==> src/rtl/pulser_multi.sv <==
// Multi-channel breathing LED driver: one shared PWM counter, per-channel
// phase-offset duty generators with triangle, sawtooth and hold waveforms.
module pulser_multi #(
    parameter int CHANNELS = 4,
    parameter int WIDTH    = 8,
    parameter int DWELL_W  = 10,
    parameter int START    = 1,
    parameter int PHASE    = 64
) (
    input  logic                clk,
    input  logic                rst_n,
    input  logic                enable,
    input  logic                restart,
    input  logic [1:0]          mode,
    input  logic [DWELL_W-1:0]  dwell,
    input  logic [WIDTH-1:0]    hold_level,
    output logic [CHANNELS-1:0] pwm_out,
    output logic                period_tick,
    output logic                step
);

    localparam logic [WIDTH-1:0] MAX = '1;
    localparam logic [WIDTH-1:0] ONE = WIDTH'(1);

    typedef enum logic [1:0] {
        M_TRI  = 2'b00,
        M_SAW  = 2'b01,
        M_HOLD = 2'b10,
        M_RSV  = 2'b11
    } mode_t;

    function automatic logic [WIDTH-1:0] start_duty(input int ch);
        int s;
        s = START + ch * PHASE;
        return s[WIDTH-1:0];
    endfunction

    logic [WIDTH-1:0]    r_cnt;
    logic [DWELL_W-1:0]  r_dwell_cnt;
    logic [WIDTH-1:0]    r_duty [CHANNELS];
    logic [CHANNELS-1:0] r_dn;
    logic [CHANNELS-1:0] r_pwm;

    logic                w_period_tick;
    logic                w_step;
    logic                w_hold;
    mode_t               w_mode;
    logic [WIDTH-1:0]    w_duty_nxt [CHANNELS];
    logic [CHANNELS-1:0] w_dn_nxt;
    logic [CHANNELS-1:0] w_pwm_nxt;
    logic [DWELL_W-1:0]  w_dwell_nxt;

    assign w_mode        = mode_t'(mode);
    assign w_hold        = (w_mode == M_HOLD) || (w_mode == M_RSV);
    assign w_period_tick = enable && (r_cnt == MAX);
    assign w_step        = w_period_tick && (r_dwell_cnt == dwell);

    assign period_tick = w_period_tick;
    assign step        = w_step;
    assign pwm_out     = r_pwm;

    always_comb begin
        if (w_step) begin
            w_dwell_nxt = '0;
        end else begin
            w_dwell_nxt = r_dwell_cnt
                        + {{(DWELL_W-1){1'b0}}, w_period_tick};
        end
    end

    // Hold loads hold_level every enabled cycle, step or not.
    always_comb begin
        for (int i = 0; i < CHANNELS; i++) begin
            w_duty_nxt[i] = r_duty[i];
            w_dn_nxt[i]   = r_dn[i];
            w_pwm_nxt[i]  = enable && (r_cnt < r_duty[i]);
            if (w_hold) begin
                w_duty_nxt[i] = hold_level;
            end else if (w_step) begin
                case (w_mode)
                    M_TRI: begin
                        if (!r_dn[i] && (r_duty[i] == MAX)) begin
                            w_dn_nxt[i]   = 1'b1;
                            w_duty_nxt[i] = MAX - ONE;
                        end else if (r_dn[i] && (r_duty[i] == '0)) begin
                            w_dn_nxt[i]   = 1'b0;
                            w_duty_nxt[i] = ONE;
                        end else if (r_dn[i]) begin
                            w_duty_nxt[i] = r_duty[i] - ONE;
                        end else begin
                            w_duty_nxt[i] = r_duty[i] + ONE;
                        end
                    end
                    M_SAW: begin
                        w_duty_nxt[i] = r_duty[i] + ONE;
                    end
                    default: begin
                        w_duty_nxt[i] = hold_level;
                    end
                endcase
            end
        end
    end

    always_ff @(posedge clk) begin
        if (!rst_n) begin
            r_cnt       <= '0;
            r_dwell_cnt <= '0;
            r_dn        <= '0;
            r_pwm       <= '0;
            for (int i = 0; i < CHANNELS; i++) begin
                r_duty[i] <= start_duty(i);
            end
        end else begin
            r_pwm <= w_pwm_nxt;
            if (restart) begin
                r_cnt       <= '0;
                r_dwell_cnt <= '0;
                r_dn        <= '0;
                for (int i = 0; i < CHANNELS; i++) begin
                    r_duty[i] <= start_duty(i);
                end
            end else if (enable) begin
                r_cnt       <= r_cnt + ONE;
                r_dwell_cnt <= w_dwell_nxt;
                r_dn        <= w_dn_nxt;
                for (int i = 0; i < CHANNELS; i++) begin
                    r_duty[i] <= w_duty_nxt[i];
                end
            end
        end
    end

endmodule

==> config.mk <==
export PLATFORM = sky130hd
export DESIGN_NAME = pulser_multi
export DESIGN_NICKNAME = d
export VERILOG_FILES = /design/src/rtl/pulser_multi.sv
export SDC_FILE = /design/constraint.sdc
export NUM_CORES = 1
export LEC_CHECK = 0
export ABC_AREA = 1
export ABC_CLOCK_PERIOD_IN_PS = 3100
export CELL_PAD_IN_SITES_DETAIL_PLACEMENT = 1
export CELL_PAD_IN_SITES_GLOBAL_PLACEMENT = 1
export CORE_ASPECT_RATIO = 1.2
export CORE_MARGIN = 4
export CORE_UTILIZATION = 37
export CTS_CLUSTER_DIAMETER = 120
export DETAILED_ROUTE_END_ITERATION = 12
export HOLD_SLACK_MARGIN = 0.06
export PLACE_DENSITY = 0.68
export SLEW_MARGIN = 20
export SYNTH_ARGS = -nofsm -noshare
export SYNTH_HDL_FRONTEND = slang
export SYNTH_SLANG_ARGS = --single-unit
==> constraint.sdc <==
create_clock -name clk -period 3.1 [get_ports clk]
set_input_delay 0.93 -clock clk [delete_from_list [all_inputs] [get_ports clk]]
set_output_delay 0.93 -clock clk [all_outputs]
set_load 0.05 [all_outputs]
Word level (Yosys, flattened, before mapping)
Memory sizes are Yosys's and may differ from the RTL's. Cells that the tools add are included.

Register bits after elaboration: 26. RAM bits: 32. Input port bits: 24. Output and inout port bits: 6. Logic and storage cells: 123. Memories: 1.

Memory list: r_duty (depth 4, width 8, rd ports 4, clocked after Yosys merged registers in 0, wr ports 4, line 40) `logic [WIDTH-1:0] r_duty [CHANNELS];`.

$add $sub $neg: 10. Order comparisons: 4. Equal/unequal tests: 9. Multiplexer cells: 49. Bitwise gates (word level): 10. Reductions and logical operators: 33.

Operator list (count): $mux 8 (28); $pmux 8 s2 (4); $add 8x1->8 const B (5); $eq 8x8->1 const B (5); $logic_not 8->1 (4); $lt 8x8->1 (4); $sub 8x1->8 const B (4); $reduce_and 5->1 (4); $mux 1 (16); $logic_and 1x1->1 (14); $add 10x1->10 (1); $eq 10x10->1 (1); $mux 10 (1); $or 1x1->1 (8); $reduce_bool 2->1 (4); $eq 2x2->1 const B (2); $logic_not 1->1 (4); $eq 2x1->1 const B (1); $logic_not 2->1 (1); $not 1->1 (2); $reduce_or 2->1 (1); $logic_or 1x1->1 (1).

Depth between registers and ports, before layout
Gate-level depths: netlist of the first run.

Depth after elaboration: 8. Gate-level depth with buffers: 14. Gate-level depth less buffers: 14.

Least setup slack after synthesis of the first run
OpenSTA, ideal clock, no wires.

Path type: input to output. Start: input port enable. End: output port step. Data arrival time: 2.179 ns. Required time: 2.170 ns. Path slack: -0.009 ns. Stages: 7. Path buffers: 1. Cell sequence: buf_6 nand3_4 nor2_4 nand3_2 nor2_4 nand3_4 inv_1.

Longest elaborated chain between the ends: 2.

RTL lines: from (decl) (line 12) `input logic enable,`; $logic_and 1x1->1 (line 55) `assign w_period_tick = enable && (r_cnt == MAX);`; via period_tick (line 18) `output logic period_tick,`; $logic_and 1x1->1 (line 56) `assign w_step = w_period_tick && (r_dwell_cnt == dwell);`; to (decl) (line 19) `output logic step`.

The timed path passes the listed nets, and every way through them passes these cells.

Worst setup path in the final report of the first run
Start: input port dwell[1]. End: output port step.

Longest elaborated chain between the ends: 2.

RTL lines: from (decl) (line 15) `input logic [DWELL_W-1:0] dwell,`; $eq 10x10->1 (line 56); $logic_and 1x1->1 (line 56).

No other way between the ends.

==> metrics.cfg, run 1 <==
[final_layout]
final_cell_mix = nand2_1 (197), inv_1 (83), nand3_1 (63), a21oi_1 (55)
fin_util_pct = 45.2
syn_to_final_growth_pct = 18.7
layout_commonest_cell = nand2_1
antenna_cells = 0
nNetsFinal = 869
drive_gt1_share_pct = 9.42

[sta]
slew_headroom_pct = 67.1
final-hold-violation-count = 0
slew_viol_final = 0
setup_slack_ps = 49.7
setup_viol = 0
fmax_mhz = 328
timing.final.crit_share_pct = 98.4
finalCriticalPeriod_ps = 3050
fin_worst_skew_ps = 5.56
worstMarginPinSlew_ps = 491

[setup_path]
crit_cells = 7
crit_chain = clkdlybuf4s50_1 > or2_2 > nand3_2 > nor2_2 > nand3_4 > clkinvlp_4 > buf_12
cpPeakStageDelay_ps = 410
crit_path_start_kind = primary input
cp_num_buf_inv = 3
crit_path_max_fanout = 2
rr_worst_depth = 11
path_delay_family = buffers and inverters
endpoint_kind = output pin
r2r-end = r_duty[0][0]
path_class = in -> out
rrSetupSlack_ps = 370
cp_slowest_cell = clkdlybuf4s50_1
crit_required_ps = 2170
cp.arrival_ps = 2120
endpoint = step
rr_startpoint = r_cnt[0]
startpoint = dwell[1]

[global_route]
track_usage_pct = 23.9
grt_overflow_total = 0
first_global_vias = 5538
grt_pass1_wl_mm = 28.8
antenna_found_initial = 0
grt_max_degree = 18

[place]
dp_slack_ps = -78.0
dpl.hpwl_mm = 13.3
gp_congestion = 0.880
port_buffers = 29

[detailed_routing]
num_vias = 5312
drt-total-wl_mm = 17.8
drt_iter0_markers = 239
wl_per_cell_um = 18.2
postRouteAntennaNets = 0
via_per_inst = 5.45
drc = 0
drtPass1Iterations = 4

[synth]
synth.top_cell.area_share_pct = 14.6
synthCells = 754
ys_warn_count = 0
yosysTopAreaCell = nand2_1
synth.area.top_cells = nand2_1 (15%), edfxtp_1 (14%), dfxtp_1 (13%)
synth_nets = 821
async_flop_share_pct = 0
synth_top_flop_cell = dfxtp_1
synthDistinctLibCells = 40
synth_edf_count = 24
syn_area_um2 = 5080
syn_avg_cell_area_um2 = 6.74
seq_area_frac_synth_pct = 27.6
synth_seq_cells = 58

[clock_tree]
cts_buffers = 9
cts.reportedPaths.clkPinSlew_ps = 60
htreeDepth = 3
cts_tree = built
cts_buffer_depth = 2
cts_root_buf = clkbuf_16
clock-sinks = 58
hold_buffers = 0
clock_latency_ps = 350

[job]
cap_violations = 0

[die]
die_w_um = 115
rows = 46
num_io_pins = 30
die_y_um = 136
start_util_pct = 38.1
die-area_um2 = 15700
core-area_um2 = 13400

[power]
p_per_area_nw_per_um2 = 377
ir_drop_mv = 0.285
leakage_nw = 2.65

[outcome]
outcome = finished clean

[worst_hold_path]
min_path_type = reg -> reg
min-delay-start = r_dwell_cnt[0]

-- cell usage after synthesis, types with 3 or more instances --
cell type	instances
nand3_2	3
nor2_2	3
nor2_1	51
xnor2_1	9
or2_2	8
ha_1	43
clkbuf_1	7
o211ai_1	6
a31oi_1	12
a21oi_1	55
inv_2	6
nand3_1	64
nand4_1	19
dfxtp_1	34
xor2_1	19
nand2_1	197
clkinv_1	3
edfxtp_1	24
inv_1	84
o21ai_0	50
nor3_1	17
buf_2	8
o31ai_1	3
nor2_4	4
-- state kept, by name, indices dropped and copies added, names as in the netlist --
register     flops
pwm_out          4
r_cnt            8
r_dn             4
r_duty          32
r_dwell_cnt     10
-- area by class of cell --
cell class / count / area (um2)
tap: 168 / 210
clock buffer: 11 / 275
sequential: 58 / 1400
timing repair buffer: 55 / 505
clock inverter: 5 / 32.5
multi-input combinational: 585 / 3250
inverter: 93 / 353
fill: 1751 / 7320
-- cells by family after synthesis --
family | share of synthesized area, %
flops | 27.6
xor+xnor | 4.83
simple gates | 33.7
fa+ha+maj | 10.6
compound gates | 14.7
buf+inv | 8.62
-- worst reg2reg max path: cells and delay by family (launching register included) --
family	cells	cell delay [ps]
adders and majority gates	1	330
buffers and inverters	3	420
DFF	1	550
and+or+nand+nor	6	920
AOI/OAI and AO/OA	1	190
-- worst min path at each step --
| stage | slack [ps] | endpoint | depth (start not counted) |
|---|---|---|---|
| finish | 520 | r_dwell_cnt[0] | 2 |
| global route | 550 | r_dwell_cnt[0] | 2 |
| CTS | 530 | r_dwell_cnt[0] | 2 |
| detailed placement | 520 | r_dwell_cnt[0] | 2 |
| global placement | 510 | r_duty[2][1] | 2 |
| floorplan | 480 | r_dwell_cnt[0] | 2 |
-- where the power goes --
part | internal [W] | leakage (nW) | switching, W
clock | 0.000637 | 0.152 | 0.000395
sequential | 0.000825 | 0.525 | 0.0000399
combinational | 0.000139 | 1.97 | 0.000240
-- metal layers --
layer / GRT usage, % / share of wire (%)
met3: 3.96 / 3.7
met2: 41.2 / 51
met5: 0 / 0
met4: 9.33 / 2.7
met1: 29.3 / 43
-- through the flow --
step	TNS [ps]	total power [W]	hold slack, ps	instances	instance area, um2
after floorplan	0	0.00111	476	754	5080
after global placement	-55.3	0.00125	507	956	5690
after detailed placement	-243	0.00126	518	956	5690
after CTS	0	0.00229	528	974	6010
after global routing	-5.05	0.00239	551	975	6030
final	0	0.00228	520	975	6030
-- repair_timing --
action	CTS	global route
gates cloned	0	0
resized for setup	4	5
pin swaps	2	4
endpoints found under the setup margin	2	1
buffers inserted	2	1
Note: power is estimated with default switching activity, not from simulation.
==> inputs of run 2 (changes only) <==
--- a/config.mk
+++ b/config.mk
@@ -5,7 +5,6 @@
 export SDC_FILE = /design/constraint.sdc
 export NUM_CORES = 1
 export LEC_CHECK = 0
-export ABC_AREA = 1
 export ABC_CLOCK_PERIOD_IN_PS = 3100
 export CELL_PAD_IN_SITES_DETAIL_PLACEMENT = 1
 export CELL_PAD_IN_SITES_GLOBAL_PLACEMENT = 1
@@ -15,7 +14,7 @@
 export CTS_CLUSTER_DIAMETER = 120
 export DETAILED_ROUTE_END_ITERATION = 12
 export HOLD_SLACK_MARGIN = 0.06
-export PLACE_DENSITY = 0.68
+export PLACE_DENSITY = 0.66
 export SLEW_MARGIN = 20
 export SYNTH_ARGS = -nofsm -noshare
 export SYNTH_HDL_FRONTEND = slang
==> metrics.cfg, run 2 <==
[final_layout]
nNetsFinal = 704  ; was 869
syn_to_final_growth_pct = 22.9  ; was 18.7%
layout_commonest_cell = nor2_1  ; was nand2_1
top_regs = r_duty (32), r_dwell_cnt (10), r_cnt (8)  ; unchanged
top_register = r_duty  ; unchanged
largest_reg_flops = 32  ; unchanged
drive_gt1_share_pct = 12.8  ; was 9.42%
final_cell_mix = nor2_1 (55), nand2_1 (43), ha_1 (43), buf_4 (40), xnor2_1 (38)  ; was nand2_1 (197), inv_1 (83), nand3_1 (63), a21oi_1 (55)
antenna_cells = 0  ; unchanged

[global_route]
grt_overflow_total = 0  ; unchanged
track_usage_pct = 22.9  ; was 23.9%
grt_pass1_wl_mm = 26.7  ; was 28.8 mm
grt-busiest-layer = met2  ; unchanged
use_met2_pct = 38.8  ; was 41.2%
met3_usage_pct = 4.12  ; was 3.96%
antenna_found_initial = 0  ; unchanged
met1_usage_pct = 29.0  ; was 29.3%
first_global_vias = 4863  ; was 5538
grt_max_degree = 21  ; was 18

[clock_tree]
cts_root_buf = clkbuf_16  ; unchanged
cts.reportedPaths.clkPinSlew_ps = 60  ; about the same
htreeDepth = 3  ; unchanged
cts_tree = built  ; unchanged
cts_buffers = 9  ; unchanged
clock_latency_ps = 340  ; was 350 ps
cts_buffer_depth = 2  ; unchanged
clock-sinks = 58  ; unchanged

[synth]
synth_top_flop_cell = dfxtp_1  ; unchanged
ys_warn_count = 0  ; unchanged
synth.area.top_cells = edfxtp_1 (15%), dfxtp_1 (14%), ha_1 (11%)  ; was nand2_1 (15%), edfxtp_1 (14%), dfxtp_1 (13%)
yosysTopAreaCell = edfxtp_1  ; was nand2_1
yosysMostFrequentCell = nor2_1  ; was nand2_1
synth_nets = 649  ; was 821
syn_area_um2 = 4790  ; was 5080 um2
synthTopCellsByCount = nor2_1 (55), nand2_1 (44), ha_1 (43)  ; was nand2_1 (197), inv_1 (84), nand3_1 (64)
seq_area_frac_synth_pct = 29.2  ; was 27.6%
async_flop_share_pct = 0  ; unchanged
syn_avg_cell_area_um2 = 8.24  ; was 6.74 um2
synth_seq_cells = 58  ; unchanged
synth.top_cell.area_share_pct = 15.0  ; was 14.6%
synthCells = 582  ; was 754
synth_edf_count = 24  ; unchanged
synthDistinctLibCells = 56  ; was 40

[detailed_routing]
via_per_inst = 5.81  ; was 5.45
postRouteAntennaNets = 0  ; unchanged
drt_iter0_markers = 207  ; was 239
drt-total-wl_mm = 16.7  ; was 17.8 mm
drtPass1Iterations = 5  ; was 4
num_vias = 4677  ; was 5312
wl_per_cell_um = 20.8  ; was 18.2 um
drc = 0  ; unchanged

[die]
num_io_pins = 30  ; unchanged
die_y_um = 133  ; was 136 um
die-area_um2 = 14800  ; was 15700 um2
start_util_pct = 37.8  ; was 38.1%
die_w_um = 112  ; was 115 um
core-area_um2 = 12700  ; was 13400 um2
rows = 45  ; was 46

[sta]
timing.final.crit_share_pct = 98.8  ; was 98.4%
slew_viol_final = 0  ; unchanged
final-hold-violation-count = 0  ; unchanged
finalSetupTns_ps = 0  ; unchanged
worstMarginPinSlew_ps = 642  ; was 491 ps
setup_slack_ps = 36.6  ; was 49.7 ps
finalCriticalPeriod_ps = 3060  ; was 3050 ps
setup_viol = 0  ; unchanged
fmax_mhz = 326  ; was 328 MHz
fin_worst_skew_ps = 13.4  ; was 5.56 ps
slew_headroom_pct = 56.8  ; was 67.1%

[setup_path]
crit_required_ps = 2170  ; about the same
crit_path_start_kind = primary input  ; unchanged
endpoint = step  ; unchanged
path_class = in -> out  ; unchanged
crit_path_max_fanout = 2  ; unchanged
rr_worst_depth = 8  ; was 11
rr_startpoint = r_cnt[0]  ; unchanged
rrSetupSlack_ps = 470  ; was 370 ps
startpoint = dwell[1]  ; unchanged
cp.arrival_ps = 2130  ; was 2120 ps
endpoint_kind = output pin  ; unchanged
r2r-end = r_duty[2][2]  ; was r_duty[0][0]

[place]
port_buffers = 29  ; unchanged
dpl.hpwl_mm = 12.8  ; was 13.3 mm
dp_slack_ps = -246  ; was -78.0 ps
gp_congestion = 0.885  ; was 0.880

[worst_hold_path]
min_path_type = reg -> reg  ; unchanged

[power]
p_per_area_nw_per_um2 = 375  ; was 377 nW/um2
leakage_nw = 2.36  ; was 2.65 nW
ir_drop_mv = 0.203  ; was 0.285 mV

[outcome]
outcome = finished clean  ; unchanged

[job]
cap_violations = 0  ; unchanged

[run 2: cell types whose count changed in the layout (fill, tap and decap cells not counted), moves of 14 or more]
cell     previous run  this run
nand2_1           197        43
inv_1              83        36
nand3_1            63        22
a21oi_1            55        21
xnor2_1             9        38
buf_4              26        40
[run 2: how the worst min path moves through the flow]
stage	startpoint	endpoint	slack, ps	depth (start not counted)
final	r_dn[0]	r_dn[0]	530	2
after global routing	r_dn[0]	r_dn[0]	560	2
after CTS	r_dn[0]	r_dn[0]	540	2
after detailed placement	r_dwell_cnt[0]	r_dwell_cnt[0]	520	2
after global placement	r_dwell_cnt[0]	r_dwell_cnt[0]	490	2
after floorplan	r_dwell_cnt[0]	r_dwell_cnt[0]	460	2
[run 2: final cells by class]
type,count,area (um2)
timing repair buffer,70,614
clock inverter,2,10.0
fill,1495,6780
inverter,38,143
multi-input combinational,460,3240
clock buffer,13,282
sequential,58,1400
tap,164,205
[run 2: kinds of logic after synthesis]
kind of cell	share of synthesized area, %
DFF	29.2
and+or+nand+nor	24.2
adders and majority gates	11.2
AOI/OAI and AO/OA	17.1
muxes	1.46
xor gates and xnor gates	11.5
buffers and inverters	5.17
[run 2: critical path, stage by stage]
cell           delay, ps
dlygate4sd2_1        240
xor2_1               150
nand4b_1             250
nor4b_4              380
buf_12               180
[run 2: power by group]
group          switching, W  internal (W)
Clock              0.000352      0.000625
Sequential        0.0000441      0.000826
Combinational      0.000206      0.000154
[run 2: per-stage QoR]
stage | total power [W] | instances | hold slack (ps) | cell area (um2) | util, %
2_1_floorplan | 0.00108 | 582 | 463 | 4810 | -
3_3_place_gp | 0.00123 | 788 | 494 | 5530 | 43.6
3_5_place_dp | 0.00124 | 788 | 517 | 5530 | 43.6
4_1_cts | 0.00222 | 805 | 535 | 5870 | 46.3
5_1_grt | 0.00229 | 805 | 561 | 5890 | 46.5
6_report | 0.00221 | 805 | 534 | 5890 | 46.5
[run 2: routing by layer]
layer  wire length [um]  share of wire [%]  up-vias
met4                488                2.9        0
met2               8120                 49      107
met5                  0                  0        -
li1                   -                  -     2230
met3                820                4.9       28
met1               7310                 44     2312
[run 2: what timing repair did]
action | 4_1_cts | 5_1_grt
buffers inserted | 2 | 0
gates resized for setup | 21 | 9
pin swaps | 4 | 3
hold buffers | 0 | 0
endpoints found under the setup margin | 1 | 1
==> inputs of run 3 (changes only) <==
--- a/config.mk
+++ b/config.mk
@@ -5,13 +5,11 @@
 export SDC_FILE = /design/constraint.sdc
 export NUM_CORES = 1
 export LEC_CHECK = 0
-export ABC_CLOCK_PERIOD_IN_PS = 3100
 export CELL_PAD_IN_SITES_DETAIL_PLACEMENT = 1
 export CELL_PAD_IN_SITES_GLOBAL_PLACEMENT = 1
 export CORE_ASPECT_RATIO = 1.2
 export CORE_MARGIN = 4
 export CORE_UTILIZATION = 37
-export CTS_CLUSTER_DIAMETER = 120
 export DETAILED_ROUTE_END_ITERATION = 12
 export HOLD_SLACK_MARGIN = 0.06
 export PLACE_DENSITY = 0.66
==> results of run 3 <==
No change in the layout: final DEF, timing and power equal those of run 2.
